<file path="config.mk">
export PLATFORM = sky130hd
export DESIGN_NAME = uart_stream_link
export DESIGN_NICKNAME = d
export VERILOG_FILES = /design/src/rtl/uart_pkg.sv /design/src/rtl/uart_fifo.sv /design/src/rtl/uart_stream_link.sv
export SDC_FILE = /design/constraint.sdc
export NUM_CORES = 1
export LEC_CHECK = 0
export BUFFER_PORTS_ARGS = -buffer_cell sky130_fd_sc_hd__buf_2
export CORE_ASPECT_RATIO = 1.2
export CORE_MARGIN = 2
export CORE_UTILIZATION = 60
export CTS_CLUSTER_SIZE = 28
export DETAILED_ROUTE_END_ITERATION = 7
export HOLD_SLACK_MARGIN = 0.02
export MAX_ROUTING_LAYER = met4
export PLACE_DENSITY = 0.82
export SYNTH_ARGS = -nofsm -noshare
export SYNTH_HDL_FRONTEND = slang
export SYNTH_SLANG_ARGS = --single-unit
export TNS_END_PERCENT = 1
</file>
<file path="constraint.sdc">
create_clock -name clk -period 4.4 [get_ports clk]
set_input_delay 0.66 -clock clk [delete_from_list [all_inputs] [get_ports clk]]
set_output_delay 0.66 -clock clk [all_outputs]
set_load 0.01 [all_outputs]
</file>
<file path="src/rtl/uart_pkg.sv">
// Shared constants, FSM encodings and the baud divisor calculation for the UART link.
package uart_pkg;

  localparam int PAR_NONE = 0;
  localparam int PAR_ODD  = 1;
  localparam int PAR_EVEN = 2;

  typedef enum logic [2:0] {
    TX_IDLE,
    TX_START,
    TX_DATA,
    TX_PAR,
    TX_STOP
  } tx_state_t;

  typedef enum logic [2:0] {
    RX_IDLE,
    RX_START,
    RX_DATA,
    RX_PAR,
    RX_STOP
  } rx_state_t;

  // Clocks per oversample tick, rounded to nearest.
  function automatic int calc_div(input int clk_hz, input int baud, input int os);
    int den;
    den = baud * os;
    return (clk_hz + den / 2) / den;
  endfunction

endpackage

</file>
<file path="src/rtl/uart_fifo.sv">
// First-word-fall-through FIFO with occupancy; writes while full are dropped.
module uart_fifo #(
  parameter int DW = 8,
  parameter int AW = 4
) (
  input  logic          clk,
  input  logic          rst,
  input  logic [DW-1:0] wr_data,
  input  logic          wr_en,
  output logic          full,
  output logic [DW-1:0] rd_data,
  input  logic          rd_en,
  output logic          empty,
  output logic [AW:0]   level
);

  localparam logic [AW:0] PTR_ONE = (AW+1)'(1);

  logic [DW-1:0] mem [2**AW];
  logic [AW:0]   wr_ptr, rd_ptr;
  logic          push, pop;

  // Pointers carry one extra wrap bit, so the difference is the fill level.
  assign level   = wr_ptr - rd_ptr;
  assign full    = level[AW];
  assign empty   = (level == '0);
  assign push    = wr_en && !full;
  assign pop     = rd_en && !empty;
  assign rd_data = mem[rd_ptr[AW-1:0]];

  // Pointer update; push and pop may happen together.
  always_ff @(posedge clk or posedge rst) begin
    if (rst) begin
      wr_ptr <= '0;
      rd_ptr <= '0;
    end else begin
      if (push) wr_ptr <= wr_ptr + PTR_ONE;
      if (pop)  rd_ptr <= rd_ptr + PTR_ONE;
    end
  end

  // Storage needs no reset; only slots below the level are ever read.
  always_ff @(posedge clk) begin
    if (push) mem[wr_ptr[AW-1:0]] <= wr_data;
  end

endmodule

</file>
<file path="src/rtl/uart_stream_link.sv">
// Full-duplex UART: stream ports in/out through FIFOs, shared oversample tick, sticky errors.
module uart_stream_link
  import uart_pkg::*;
#(
  parameter int CLK_HZ     = 50_000_000,
  parameter int BAUD       = 115_200,
  parameter int OVERSAMPLE = 16,
  parameter int DATA_BITS  = 8,
  parameter int PARITY     = 0,
  parameter int STOP_BITS  = 1,
  parameter int FIFO_AW    = 4
) (
  input  logic                 clk,
  input  logic                 rst,
  input  logic                 rx,
  output logic                 tx,
  input  logic [DATA_BITS-1:0] tx_data,
  input  logic                 tx_valid,
  output logic                 tx_ready,
  output logic [DATA_BITS-1:0] rx_data,
  output logic                 rx_valid,
  input  logic                 rx_ready,
  output logic [FIFO_AW:0]     tx_level,
  output logic [FIFO_AW:0]     rx_level,
  output logic                 tx_busy,
  output logic                 err_frame,
  output logic                 err_parity,
  output logic                 err_overrun,
  input  logic                 err_clr
);

  localparam int DIV   = calc_div(CLK_HZ, BAUD, OVERSAMPLE);
  localparam int DIV_W = (DIV > 1) ? $clog2(DIV) : 1;
  localparam int OS_W  = $clog2(OVERSAMPLE);

  localparam logic [DIV_W-1:0] DIV_LAST = DIV_W'(DIV - 1);
  localparam logic [DIV_W-1:0] DIV_ONE  = DIV_W'(1);
  localparam logic [OS_W-1:0]  OS_LAST  = OS_W'(OVERSAMPLE - 1);
  localparam logic [OS_W-1:0]  OS_HALF  = OS_W'(OVERSAMPLE / 2 - 1);
  localparam logic [OS_W-1:0]  OS_ONE   = OS_W'(1);
  localparam logic [3:0]       DB_LAST  = 4'(DATA_BITS - 1);
  localparam logic [3:0]       SB_LAST  = 4'(STOP_BITS - 1);
  localparam logic [3:0]       BC_ONE   = 4'd1;

  if (DIV < 1) begin : g_div_chk
    $error("uart_stream_link: CLK_HZ too low for BAUD*OVERSAMPLE");
  end
  if (OVERSAMPLE < 8 || OVERSAMPLE % 2 != 0 || DATA_BITS < 5 || DATA_BITS > 9 ||
      PARITY > PAR_EVEN || STOP_BITS < 1 || STOP_BITS > 2) begin : g_par_chk
    $error("uart_stream_link: unsupported frame parameters");
  end

  // ---------------- tick ----------------
  logic [DIV_W-1:0] div_cnt;
  logic             tick;

  assign tick = (div_cnt == DIV_LAST);

  // Free-running divisor; tick is high for the last count of every period.
  always_ff @(posedge clk or posedge rst) begin
    if (rst) div_cnt <= '0;
    else     div_cnt <= tick ? '0 : div_cnt + DIV_ONE;
  end

  // ---------------- FIFOs ----------------
  logic [DATA_BITS-1:0] tx_head, rx_sh;
  logic                 tx_full, tx_empty, tx_pop;
  logic                 rx_full, rx_empty, rx_push;

  uart_fifo #(.DW(DATA_BITS), .AW(FIFO_AW)) u_tx_fifo (
    .clk(clk), .rst(rst),
    .wr_data(tx_data), .wr_en(tx_valid), .full(tx_full),
    .rd_data(tx_head), .rd_en(tx_pop), .empty(tx_empty),
    .level(tx_level)
  );

  uart_fifo #(.DW(DATA_BITS), .AW(FIFO_AW)) u_rx_fifo (
    .clk(clk), .rst(rst),
    .wr_data(rx_sh), .wr_en(rx_push), .full(rx_full),
    .rd_data(rx_data), .rd_en(rx_ready), .empty(rx_empty),
    .level(rx_level)
  );

  assign tx_ready = !tx_full;
  assign rx_valid = !rx_empty;

  // ---------------- TX ----------------
  tx_state_t            tx_state, tx_state_n;
  logic [OS_W-1:0]      tx_os, tx_os_n;
  logic [3:0]           tx_bit, tx_bit_n;
  logic [DATA_BITS-1:0] tx_sh, tx_sh_n;
  logic                 tx_par, tx_par_n, tx_line, tx_q, tx_bit_end;

  assign tx_bit_end = tick && (tx_os == OS_LAST);
  assign tx_busy    = (tx_state != TX_IDLE);
  assign tx         = tx_q;

  // TX state and line register; tx is registered so it lags the state by one clock.
  always_ff @(posedge clk or posedge rst) begin
    if (rst) begin
      tx_state <= TX_IDLE;
      tx_os    <= '0;
      tx_bit   <= '0;
      tx_sh    <= '0;
      tx_par   <= 1'b0;
      tx_q     <= 1'b1;
    end else begin
      tx_state <= tx_state_n;
      tx_os    <= tx_os_n;
      tx_bit   <= tx_bit_n;
      tx_sh    <= tx_sh_n;
      tx_par   <= tx_par_n;
      tx_q     <= tx_line;
    end
  end

  // TX sequencing; a new frame is loaded from IDLE or straight out of the last stop bit.
  always_comb begin
    tx_state_n = tx_state;
    tx_os_n    = tx_os;
    tx_bit_n   = tx_bit;
    tx_sh_n    = tx_sh;
    tx_par_n   = tx_par;
    tx_pop     = 1'b0;
    if (tx_state != TX_IDLE && tick) tx_os_n = tx_bit_end ? '0 : tx_os + OS_ONE;
    case (tx_state)
      TX_IDLE:  tx_pop = !tx_empty;
      TX_START: if (tx_bit_end) begin
        tx_state_n = TX_DATA;
        tx_bit_n   = '0;
      end
      TX_DATA:  if (tx_bit_end) begin
        tx_sh_n = tx_sh >> 1;
        if (tx_bit == DB_LAST) begin
          tx_state_n = (PARITY != PAR_NONE) ? TX_PAR : TX_STOP;
          tx_bit_n   = '0;
        end else begin
          tx_bit_n = tx_bit + BC_ONE;
        end
      end
      TX_PAR:   if (tx_bit_end) begin
        tx_state_n = TX_STOP;
        tx_bit_n   = '0;
      end
      TX_STOP:  if (tx_bit_end) begin
        if (tx_bit == SB_LAST) begin
          tx_state_n = TX_IDLE;
          tx_pop     = !tx_empty;
        end else begin
          tx_bit_n = tx_bit + BC_ONE;
        end
      end
      default:  tx_state_n = TX_IDLE;
    endcase
    if (tx_pop) begin
      tx_state_n = TX_START;
      tx_sh_n    = tx_head;
      tx_par_n   = (PARITY == PAR_ODD) ? ~^tx_head : ^tx_head;
      tx_os_n    = '0;
      tx_bit_n   = '0;
    end
  end

  // Line level for the current TX state.
  always_comb begin
    tx_line = 1'b1;
    case (tx_state)
      TX_START: tx_line = 1'b0;
      TX_DATA:  tx_line = tx_sh[0];
      TX_PAR:   tx_line = tx_par;
      default:  tx_line = 1'b1;
    endcase
  end

  // ---------------- RX ----------------
  rx_state_t            rx_state, rx_state_n;
  logic [OS_W-1:0]      rx_os, rx_os_n;
  logic [3:0]           rx_bit, rx_bit_n;
  logic [DATA_BITS-1:0] rx_sh_n;
  logic                 rx_pbit, rx_pbit_n;
  logic                 rx_s1, rx_s2, rx_prev, rx_fall, rx_sample, par_bad;
  logic                 set_frame, set_par, set_ovr;

  assign rx_fall   = rx_prev && !rx_s2;
  assign rx_sample = tick && (rx_os == OS_LAST);
  assign par_bad   = (PARITY == PAR_ODD)  ? !(^{rx_sh, rx_pbit}) :
                     (PARITY == PAR_EVEN) ?  (^{rx_sh, rx_pbit}) : 1'b0;

  // Synchroniser, edge detect history and RX state register.
  always_ff @(posedge clk or posedge rst) begin
    if (rst) begin
      rx_s1    <= 1'b1;
      rx_s2    <= 1'b1;
      rx_prev  <= 1'b1;
      rx_state <= RX_IDLE;
      rx_os    <= '0;
      rx_bit   <= '0;
      rx_sh    <= '0;
      rx_pbit  <= 1'b0;
    end else begin
      rx_s1    <= rx;
      rx_s2    <= rx_s1;
      rx_prev  <= rx_s2;
      rx_state <= rx_state_n;
      rx_os    <= rx_os_n;
      rx_bit   <= rx_bit_n;
      rx_sh    <= rx_sh_n;
      rx_pbit  <= rx_pbit_n;
    end
  end

  // RX sequencing: centre on the start bit, then sample one full bit period apart.
  always_comb begin
    rx_state_n = rx_state;
    rx_os_n    = rx_os;
    rx_bit_n   = rx_bit;
    rx_sh_n    = rx_sh;
    rx_pbit_n  = rx_pbit;
    rx_push    = 1'b0;
    set_frame  = 1'b0;
    set_par    = 1'b0;
    set_ovr    = 1'b0;
    if (rx_state != RX_IDLE && tick) rx_os_n = rx_sample ? '0 : rx_os + OS_ONE;
    case (rx_state)
      RX_IDLE:  if (rx_fall) begin
        rx_state_n = RX_START;
        rx_os_n    = '0;
      end
      RX_START: if (tick && rx_os == OS_HALF) begin
        rx_os_n    = '0;
        rx_bit_n   = '0;
        rx_state_n = rx_s2 ? RX_IDLE : RX_DATA;
      end
      RX_DATA:  if (rx_sample) begin
        rx_sh_n = {rx_s2, rx_sh[DATA_BITS-1:1]};
        if (rx_bit == DB_LAST) rx_state_n = (PARITY != PAR_NONE) ? RX_PAR : RX_STOP;
        else                   rx_bit_n   = rx_bit + BC_ONE;
      end
      RX_PAR:   if (rx_sample) begin
        rx_pbit_n  = rx_s2;
        rx_state_n = RX_STOP;
      end
      RX_STOP:  if (rx_sample) begin
        // Only the first stop bit is checked; any second one is just idle line.
        rx_state_n = RX_IDLE;
        set_frame  = !rx_s2;
        set_par    = par_bad;
        if (rx_s2 && !par_bad) begin
          if (rx_full) set_ovr = 1'b1;
          else         rx_push = 1'b1;
        end
      end
      default:  rx_state_n = RX_IDLE;
    endcase
  end

  // Sticky errors; a new error beats a same-cycle clear.
  always_ff @(posedge clk or posedge rst) begin
    if (rst) begin
      err_frame   <= 1'b0;
      err_parity  <= 1'b0;
      err_overrun <= 1'b0;
    end else begin
      err_frame   <= set_frame | (err_frame   & ~err_clr);
      err_parity  <= set_par   | (err_parity  & ~err_clr);
      err_overrun <= set_ovr   | (err_overrun & ~err_clr);
    end
  end

endmodule

</file>
* Word-level counts from Yosys, hierarchy flattened
Memories as Yosys holds them, arrays and structs flattened.
Index checks and enable logic that the tools add are counted.
** Storage, ports and cells
- Logic and storage cells :: 162
- Bits in registers :: 71
- Bits in read-only memories :: 0
- Output and inout bits :: 25
- RAM bits :: 256
- Input bits :: 14
- Latch bits :: 0
- Memories :: 2
** Memories
- u_rx_fifo.mem :: words 16, width 8, rd ports 1, clocked after Yosys merged registers in 0, write ports 1, RTL line uart_fifo.sv:19 : logic [DW-1:0] mem [2**AW];
- u_tx_fifo.mem :: words 16, width 8, rd ports 1, clocked after Yosys merged registers in 0, write ports 1, RTL line uart_fifo.sv:19
** Cells by class
- Add/subtract/negate cells :: 11
- Multiplexer cells :: 57
- Equality and inequality tests :: 30
- Bitwise operators :: 6
- Shift operators :: 0
- Divide/modulo/power cells :: 0
- Reduce and logical (&&, ||, !) cells :: 35
- Multipliers :: 0
- Order comparisons :: 0
** Operators by type and width (count)
- 4-bit 2-to-1 mux :: 16
- 3-bit 2-to-1 mux :: 13
- 3-bit case mux with 5 select lines :: 2
- 5-bit by 1-bit adder with 5-bit output (second input constant) :: 5
- 8-bit 2-to-1 mux :: 3
- 3-bit by 2-bit inequality test with 1-bit output (second input constant) :: 7
- 4-bit by 1-bit adder with 4-bit output (second input constant) :: 4
- 1-bit 2-to-1 mux :: 16
- 4-bit case mux with 2 select lines :: 2
- 2-bit inequality test (second input constant) :: 7
- 3-bit by 2-bit equality test with 1-bit output (second input constant) :: 4
- 4-bit by 3-bit equality test with 1-bit output (second input constant) :: 3
- 4-bit case mux with 3 select lines :: 1
- 1-bit logical AND :: 10
- 5-bit logical NOT :: 2
- 5-bit subtractor :: 2
- 4-bit equality test (second input constant) :: 2
- 2-bit nonzero test :: 4
- 8-bit parity :: 1
- 7-bit AND reduction :: 1
- 3-bit by 1-bit equality test with 1-bit output (second input constant) :: 2
- 3-bit equality test (second input constant) :: 2
- 3-bit logical NOT :: 2
- 6-bit AND reduction :: 1
- other kinds (18) :: 27

* Depth between registers and ports, before layout
Gate-level depths: netlist of the first run.
- Depth after elaboration :: 8
- Mapped depth :: 13
- Depth with buffers taken out :: 11

* Hierarchy
From an unflattened synthesis of the first run, not the netlist that was laid out.
** Second synthesis, totals
- Cell total of the unflattened synthesis :: 866
- Area, all modules :: 13977.2 sq um
** By module, submodules not included
- uart_fifo :: area each 5720.5 sq um, sequential area each 4093.9 sq um, cells an instance 309, times used 2
- uart_stream_link :: area each 2536.2 sq um, sequential area each 1281.2 sq um, cells an instance 248, times used 1

* Worst setup path before layout of the first run
OpenSTA, ideal clock, no wires.
- Path type :: register to register
- Start :: register u_tx_fifo.rd_ptr[2]
- End :: memory u_tx_fifo.mem[3][0], enable pin
- Slack :: 1.059 ns
- Buffers on the path :: 3
- Setup time :: 0.383 ns
- Clock period less this slack :: 3.341 ns
- Data required time :: 4.017 ns
- Data arrival time :: 2.958 ns
- Cell stages (with the launch flop) :: 12
- Path through :: dfrtp_1 buf_6 clkbuf_1 inv_1 ha_1 a21o_1 a21oi_1 xnor2_2 and2_1 buf_2 nand2_1 nor3_1
** On the way
- Longest elaborated chain between the ends :: 5
** RTL lines
- start, declared :: RTL line uart_fifo.sv:20 : logic [AW:0] wr_ptr, rd_ptr;
- start signal, assigned :: RTL line uart_fifo.sv:38 : if (pop) rd_ptr <= rd_ptr + PTR_ONE;
- 5-bit subtractor :: RTL line uart_fifo.sv:24 : assign level = wr_ptr - rd_ptr;
- 1-bit logical NOT
- net tx_ready :: RTL line uart_stream_link.sv:19 : output logic tx_ready,
- 1-bit logical AND :: RTL line uart_fifo.sv:27 : assign push = wr_en && !full;
- 1-bit 2-to-1 mux :: RTL line uart_fifo.sv:44 : if (push) mem[wr_ptr[AW-1:0]] <= wr_data;
- 1-bit 2-to-1 mux (implied by the code) :: RTL line uart_fifo.sv:44
- end, declared :: RTL line uart_fifo.sv:19
The timed path passes the listed nets, and every way through them passes these cells.

* Final worst setup path of the first run
- Start :: register u_rx_fifo.rd_ptr[2]
- End :: output port rx_valid
** On the way
- Longest elaborated chain between the ends :: 3
** RTL lines
- start, declared :: RTL line uart_fifo.sv:20
- start signal, assigned :: RTL line uart_fifo.sv:38
- 5-bit subtractor :: RTL line uart_fifo.sv:24
- 5-bit logical NOT :: RTL line uart_fifo.sv:26 : assign empty = (level == '0);
- 1-bit logical NOT :: RTL line uart_stream_link.sv:85 : assign rx_valid = !rx_empty;
- end, declared :: RTL line uart_stream_link.sv:21 : output logic rx_valid,
Every way passes these cells.

==> metrics.log, run 1 <==
[metrics] result of the run: complete, no violations
[metrics] area overhead of the layout relative to synthesis: 10.3%
[metrics] clock latency of the later-clocked register in the worst-skew pair: around 0.55 ns
[metrics] Post-Synthesis Cell Area: 0.0146 mm2
[metrics] transition time at the pin with the least slew margin: 0.933 ns
[metrics] grt ovf: 0
[metrics] CTS sink count: 327
[metrics] Die Outline Area: 0.0256 mm2
[metrics] max-capacitance violation count: 0
[metrics] count of H-tree levels built during CTS: 1
[metrics] global-route wire length before repair: 46,300 um
[metrics] count of endpoints failing hold in the final timing report: 0
[metrics] FFs w/ async S/R, synth: 21.7%
[metrics] highest fanout seen on the critical path: 12
[metrics] DP Cell Count: approximately 1,200
[metrics] RSZ-0062 raised after global routing: false
[metrics] post-synthesis sequential area ratio: 64.8%
[metrics] post-detailed-route via-to-cell ratio: roughly 6.2
[metrics] via count of the first global-routing pass: just over 8,000
[metrics] CP Data Required Time: 3.74 ns
[metrics] share of layout cells above drive strength 1: 23.0%
[metrics] leading cell type in the layout, fill and taps excluded: sky130_fd_sc_hd__edfxtp_1
[metrics] TritonCTS clock tree: built
[metrics] worst rel slew slack: 37.8%
[metrics] synthesized instance count: 896
[metrics] iteration-0 DRC count of the detailed router: 778
[metrics] proportion of netlist area held by the largest area contributor: 52.6%
[metrics] post-cts hold buffer count: 0
[metrics] net count reported at finish: 985
[metrics] YS warnings: 0
[metrics] All-Layer GR Usage: 24.5%
[metrics] post-CTS sizing: 0
[metrics] placer's final routability congestion estimate: approximately 0.87
[metrics] arrival time of the worst setup path: 2.81 ns
[metrics] number of distinct library cells after synthesis: 60
[metrics] worst hold path class: in -> async
[metrics] achievable clock frequency: 0.288 GHz
[metrics] Most used DFF post-synth: sky130_fd_sc_hd__edfxtp_1
[metrics] die extent in x: 146 um
[metrics] startpoint-to-endpoint class of the critical path: reg -> out
[metrics] maximum number of pins on one net before global-route repair: 50
[metrics] core area: approximately 0.024 mm2
[metrics] height of the die: 175 um
[metrics] Mapped Avg Cell Area: 16.3 um2
[metrics] endpoint kind of the worst setup timing path: output port
[metrics] most used cells in the layout excluding fill and tap cells: 256 x sky130_fd_sc_hd__edfxtp_1, 80 x sky130_fd_sc_hd__mux4_2, 72 x sky130_fd_sc_hd__xor2_1
[metrics] number of port buffers: 38
[metrics] total wire length after detailed routing: 29,400 um
[metrics] std cell rows: 62
[metrics] Non-Filler Instances: between 1,000 and 1,500
[metrics] total I/O pin count: 39
[metrics] net count after synthesis: around 940
[metrics] initial core utilization: 61.0%
[metrics] post-CTS setup repair buffer count: 0
[metrics] aggregate negative setup slack: 0 ns
[metrics] detailed placer's ending HPWL: 20,100 um
[metrics] Worst setup SP type: register
[metrics] number of buffers inserted during clock tree synthesis: 31
[metrics] DR DRC count: 0
[metrics] Antenna Nets Post-Route: 0
[metrics] Period minus WS final: 3.47 ns
[metrics] setup skew after layout: 0.00997 ns
[metrics] leakage power total: 0.00529 uW
[metrics] share of the clock period used by the worst path after layout: 79.0%
[metrics] power density over cell area: 471 mW/mm2
[metrics] synthesized flop and latch total: 327
[metrics] cell at the root of the clock tree: sky130_fd_sc_hd__clkbuf_16
[metrics] maximum buffer depth of the clock tree: 3
[metrics] Synth area leaders: sky130_fd_sc_hd__edfxtp_1 53%, sky130_fd_sc_hd__mux4_2 12%, sky130_fd_sc_hd__dfrtp_1 11%, sky130_fd_sc_hd__xor2_1 4.3%, sky130_fd_sc_hd__ha_1 2.1%
[metrics] antenna violations before repair: 1
[metrics] final routed wire length divided by cell count: 22.8 um
[metrics] Setup Viol. Count Final: 0
[metrics] IR Drop Worst-Case VDD: 508 uV
[metrics] number of search-and-repair iterations in the first detailed-routing pass: 5
[metrics] EDFF count, synth: 256
[metrics] largest area contributor in the netlist: sky130_fd_sc_hd__edfxtp_1
[metrics] Reg clk slew, reported paths: approximately 0.07 ns
[metrics] max-slew violation count: 0
[metrics] vias: 7,944
-- synth_stat cells, types with 11 or more instances --
cell and number:
sky130_fd_sc_hd__mux2i_1 11, sky130_fd_sc_hd__inv_1 34, sky130_fd_sc_hd__o22ai_1 32, sky130_fd_sc_hd__xnor2_1 25, sky130_fd_sc_hd__clkbuf_1 15, sky130_fd_sc_hd__mux4_2 80, sky130_fd_sc_hd__a21oi_1 13, sky130_fd_sc_hd__o21ai_0 19
sky130_fd_sc_hd__nor2_1 43, sky130_fd_sc_hd__edfxtp_1 256, sky130_fd_sc_hd__nor3_1 13, sky130_fd_sc_hd__o21ai_1 11, sky130_fd_sc_hd__nand2_1 45, sky130_fd_sc_hd__xor2_1 72, sky130_fd_sc_hd__dfrtp_1 67, sky130_fd_sc_hd__ha_1 25
-- final cells by class --
| class | instances | area, um2 |
|---|---|---|
| Sequential cell | 327 | 9470 |
| Fill cell | 1576 | 7860 |
| Multi-Input combinational cell | 495 | 4780 |
| Clock buffer | 34 | 787 |
| Tap cell | 320 | 400 |
| Timing Repair Buffer | 54 | 310 |
| Clock inverter | 23 | 234 |
| Inverter | 35 | 131 |
| Antenna cell | 1 | 2.50 |
-- stage by stage --
| stage | setup WS [ns] | hold slack, ns | utilization (%) | instance area, um2 | total power (uW) |
|---|---|---|---|---|---|
| after detailed placement | 0.886 | 0.348 | 63.0 | 15100 | 5000 |
| after global routing | 0.605 | 0.148 | 67.2 | 16100 | 7870 |
| after floorplan | 1.06 | 0.345 | - | 14600 | 4620 |
| after global placement | 1.02 | 0.346 | 63.0 | 15100 | 4960 |
| final | 0.925 | 0.122 | 67.2 | 16100 | 7580 |
| after CTS | 0.869 | 0.119 | 67.2 | 16100 | 7640 |
-- state kept, by name, summed over array words and instances, names as in the netlist, 5 cells and up --
name and flops:
u_rx_fifo.wr_ptr 5, div_cnt 5, tx_sh 8, u_tx_fifo.rd_ptr 5
u_tx_fifo.mem 128, u_rx_fifo.mem 128, rx_sh 8, u_tx_fifo.wr_ptr 5
u_rx_fifo.rd_ptr 5
-- report_power, final --
group / leakage, uW / internal, uW / switching [uW] / total [uW]
sequential: 0.00294 / 3480 / 173 / 3650
combinational: 0.00186 / 525 / 752 / 1280
clock: 0.000495 / 1530 / 1120 / 2650
-- logic make-up after synthesis --
kind of cell    Yosys count  synth area share, %
simple gates            170                 6.26
fa+ha+maj                27                 2.41
flops                   327                 64.8
xor+xnor                 98                 5.92
buf+inv                  74                 2.52
mux                     101                 13.9
compound gates           99                 4.25
-- path summary, 6_finish.rpt --
kind | startpoint | endpoint | slack (ns) | depth (start not counted)
hold reg to reg | rx_s1 | rx_s2 | 0.36 | 0
hold / removal | rst | err_frame | 0.12 | 2
setup reg to reg | u_tx_fifo.wr_ptr[0] | u_tx_fifo.mem[11][7] | 0.93 | 10
max in group asynchronous | rst | u_tx_fifo.rd_ptr[1] | 3.22 | 3
setup / recovery | u_rx_fifo.rd_ptr[2] | rx_valid | 0.93 | 7
min in group clk | rx | rx_s1 | 0.20 | 1
-- worst max-delay path, cell delays in order (launching register included) --
cell and delay [ns]:
sky130_fd_sc_hd__dfrtp_1 0.72, sky130_fd_sc_hd__inv_1 0.10, sky130_fd_sc_hd__ha_1 0.36, sky130_fd_sc_hd__a21o_1 0.17, sky130_fd_sc_hd__a21oi_1 0.17, sky130_fd_sc_hd__xnor2_1 0.20
sky130_fd_sc_hd__or3_1 0.40, sky130_fd_sc_hd__buf_2 0.14
-- metal layers --
layer  vias up  GRT usage (%)  share of wire (%)
li1       3549              -                  -
met1      4023           28.6                 36
met2       291           43.9                 55
met3        81           3.21                4.8
met4         0           8.70                3.9
met5         -              -                  0
Note: power is estimated with default switching activity, not from simulation.
==> inputs of run 2 (changes only) <==
--- a/config.mk
+++ b/config.mk
@@ -8,12 +8,12 @@
 export BUFFER_PORTS_ARGS = -buffer_cell sky130_fd_sc_hd__buf_2
 export CORE_ASPECT_RATIO = 1.2
 export CORE_MARGIN = 2
-export CORE_UTILIZATION = 60
+export CORE_UTILIZATION = 56
 export CTS_CLUSTER_SIZE = 28
 export DETAILED_ROUTE_END_ITERATION = 7
 export HOLD_SLACK_MARGIN = 0.02
 export MAX_ROUTING_LAYER = met4
-export PLACE_DENSITY = 0.82
+export PLACE_DENSITY = 0.81
 export SYNTH_ARGS = -nofsm -noshare
 export SYNTH_HDL_FRONTEND = slang
 export SYNTH_SLANG_ARGS = --single-unit
==> constraint.sdc (replaced) <==
create_clock -name clk -period 3.1 [get_ports clk]
set_input_delay 0.465 -clock clk [delete_from_list [all_inputs] [get_ports clk]]
set_output_delay 0.465 -clock clk [all_outputs]
set_load 0.01 [all_outputs]
==> metrics.log, run 2 (same netlist as run 1, synthesis figures left out) <==
[metrics] startpoint-to-endpoint class of the critical path: reg -> out (unchanged)
[metrics] arrival time of the worst setup path: 2.56 ns (was 2.81 ns)
[metrics] std cell rows: 64 (was 62)
[metrics] cell at the root of the clock tree: sky130_fd_sc_hd__clkbuf_16 (unchanged)
[metrics] number of buffers inserted during clock tree synthesis: 31 (unchanged)
[metrics] final routed wire length divided by cell count: 22.4 um (was 22.8 um)
[metrics] Worst setup SP type: register (unchanged)
[metrics] placer's final routability congestion estimate: 0.943 (was 0.870)
[metrics] All-Layer GR Usage: 23.0% (was 24.5%)
[metrics] CTS sink count: 327 (unchanged)
[metrics] setup skew after layout: 0.0260 ns (was 0.00997 ns)
[metrics] result of the run: complete, no violations (unchanged)
[metrics] share of layout cells above drive strength 1: 26.6% (was 23.0%)
[metrics] number of search-and-repair iterations in the first detailed-routing pass: 7 (was 5)
[metrics] detailed placer's ending HPWL: 20,500 um (was 20,100 um)
[metrics] max-capacitance violation count: 0 (unchanged)
[metrics] achievable clock frequency: 0.330 GHz
[metrics] die extent in x: 151 um (was 146 um)
[metrics] leading cell type in the layout, fill and taps excluded: sky130_fd_sc_hd__edfxtp_1 (unchanged)
[metrics] placed cell area: 0.0154 mm2 (was 0.0151 mm2)
[metrics] Period minus WS final: 3.03 ns
[metrics] endpoint kind of the worst setup timing path: output port (unchanged)
[metrics] net count reported at finish: 1,024 (was 985)
[metrics] cell with the largest stage delay on the worst path: sky130_fd_sc_hd__fa_1 (was sky130_fd_sc_hd__dfrtp_1)
[metrics] area of all placed cells without fillers: 0.0165 mm2 (was 0.0161 mm2)
[metrics] transition time at the pin with the least slew margin: 0.574 ns (was 0.933 ns)
[metrics] total I/O pin count: 39 (unchanged)
[metrics] count of H-tree levels built during CTS: 1 (unchanged)
[metrics] maximum buffer depth of the clock tree: 3 (unchanged)
[metrics] Die Outline Area: 0.0274 mm2 (was 0.0256 mm2)
[metrics] CP top delay family: simple AND/OR/NAND/NOR gates (was flip-flops)
[metrics] power density over cell area: 652 mW/mm2 (was 471 mW/mm2)
[metrics] buffer and inverter count on the worst path: 2 (unchanged)
[metrics] global-route wire length before repair: 46,300 um (about the same)
[metrics] number of port buffers: 38 (unchanged)
[metrics] area overhead of the layout relative to synthesis: 12.8% (was 10.3%)
[metrics] most used cells in the layout excluding fill and tap cells: 256 x sky130_fd_sc_hd__edfxtp_1, 80 x sky130_fd_sc_hd__mux4_2, 72 x sky130_fd_sc_hd__xor2_1 (unchanged)
[metrics] list of cells traversed by the critical path: ha_2, fa_1, inv_1, or3_4, or3_1, buf_2 (was inv_1, ha_1, a21o_1, a21oi_1, xnor2_1, or3_1, buf_2)
[metrics] post-detailed-route via-to-cell ratio: 5.97 (was 6.16)
[metrics] via count of the first global-routing pass: 8,317 (was 8,225)
[metrics] iteration-0 DRC count of the detailed router: 565 (was 778)
[metrics] count of endpoints failing hold in the final timing report: 0 (unchanged)
[metrics] vias: 7,986 (was 7,944)
[metrics] CP Data Required Time: 2.63 ns (was 3.74 ns)
[metrics] leakage power total: 0.00549 uW (was 0.00529 uW)
[metrics] maximum number of pins on one net before global-route repair: 43 (was 50)
[metrics] share of the clock period used by the worst path after layout: between 90% and 100%
[metrics] height of the die: 181 um (was 175 um)
[metrics] RSZ-0062 raised after global routing: true (was false)
[metrics] Setup Viol. Count Final: 0 (unchanged)
[metrics] clock latency of the later-clocked register in the worst-skew pair: 0.56 ns (was 0.55 ns)
[metrics] overall power of the completed layout: 10,700 uW (was 7580 uW)
[metrics] TritonCTS clock tree: built (unchanged)
[metrics] max-slew violation count: 0 (unchanged)
[metrics] peak per-stage delay on the critical path: 0.48 ns (was 0.72 ns)
[metrics] grt ovf: 0 (unchanged)
[metrics] initial core utilization: 57.2% (was 61.0%)
[metrics] DR DRC count: 0 (unchanged)
[metrics] IR Drop Worst-Case VDD: 569 uV (was 508 uV)
[metrics] Antenna Nets Post-Route: 0 (unchanged)
[metrics] total wire length after detailed routing: 30,000 um (was 29,400 um)
[metrics] core area: 0.0255 mm2 (was 0.0240 mm2)
[metrics] antenna violations before repair: 1 (unchanged)
[metrics] highest fanout seen on the critical path: 2 (was 12)
[metrics] Reg clk slew, reported paths: 0.06 ns (was 0.07 ns)
[metrics] worst hold path class: in -> reg (was in -> async)
[metrics] worst rel slew slack: 61.7% (was 37.8%)
[run 2: final timing paths]
| kind | end | cells past startpoint | startpoint | slack (ns) |
|---|---|---|---|---|
| worst max-delay path | rx_valid | 6 | u_rx_fifo.rd_ptr[0] | 0.07 |
| worst min-delay path | err_parity | 2 | err_clr | 0.10 |
| worst max register to register | u_tx_fifo.mem[0][3] | 11 | u_tx_fifo.wr_ptr[0] | 0.23 |
| worst min register to register | rx_s2 | 0 | rx_s1 | 0.35 |
| max in group asynchronous | tx | 4 | rst | 1.91 |
| min in group asynchronous | rx_state[2] | 3 | rst | 0.49 |
[run 2: what timing repair did]
item	in CTS	in global routing
endpoints found under the setup margin	9	78
gates cloned	0	1
buffers inserted	1	0
hold buffers	2	0
endpoints found under the hold margin	16	0
gates resized for setup	5	10
[run 2: routing by layer]
layer	vias up	global-route usage [%]	share of wire, %
li1	3622	-	-
met3	80	3.48	5.3
met1	4005	26.5	37
met5	-	-	0
met2	279	40.0	53
met4	0	9.53	4.3
[run 2: through the flow]
| step | utilization [%] | cells | worst slack, ns | TNS, ns | hold WS [ns] |
|---|---|---|---|---|---|
| 2_1_floorplan | - | 896 | -0.208 | -6.14 | 0.345 |
| 3_3_place_gp | 60.4 | 1276 | 0.164 | 0 | 0.347 |
| 3_5_place_dp | 60.4 | 1276 | 0.0826 | 0 | 0.349 |
| 4_1_cts | 64.3 | 1335 | 0.000924 | 0 | 0.0834 |
| 5_1_grt | 64.5 | 1337 | -0.0236 | -0.0315 | 0.102 |
| 6_report | 64.5 | 1337 | 0.0727 | 0 | 0.101 |
[run 2: layout make-up]
class / count / area (um2)
fill: 1731 / 9060
clock inverter: 22 / 176
antenna: 1 / 2.50
tap: 330 / 413
clock buffer: 34 / 787
timing repair buffer: 93 / 696
inverter: 35 / 131
sequential: 327 / 9470
multi-input combinational: 495 / 4810
[run 2: power by group]
part	internal, uW	switching [uW]	total (uW)
sequential	4940	184	5130
clock	2000	1580	3570
combinational	884	1170	2050
total	7820	2930	10700
[run 2: worst reg2reg max path: cells and delay by family, from the launching register on]
family	cells	cell delay, ns
compound gates	2	0.35
fa+ha+maj	2	0.61
simple gates	3	0.65
xor+xnor	1	0.17
flops	1	0.41
buf+inv	3	0.35
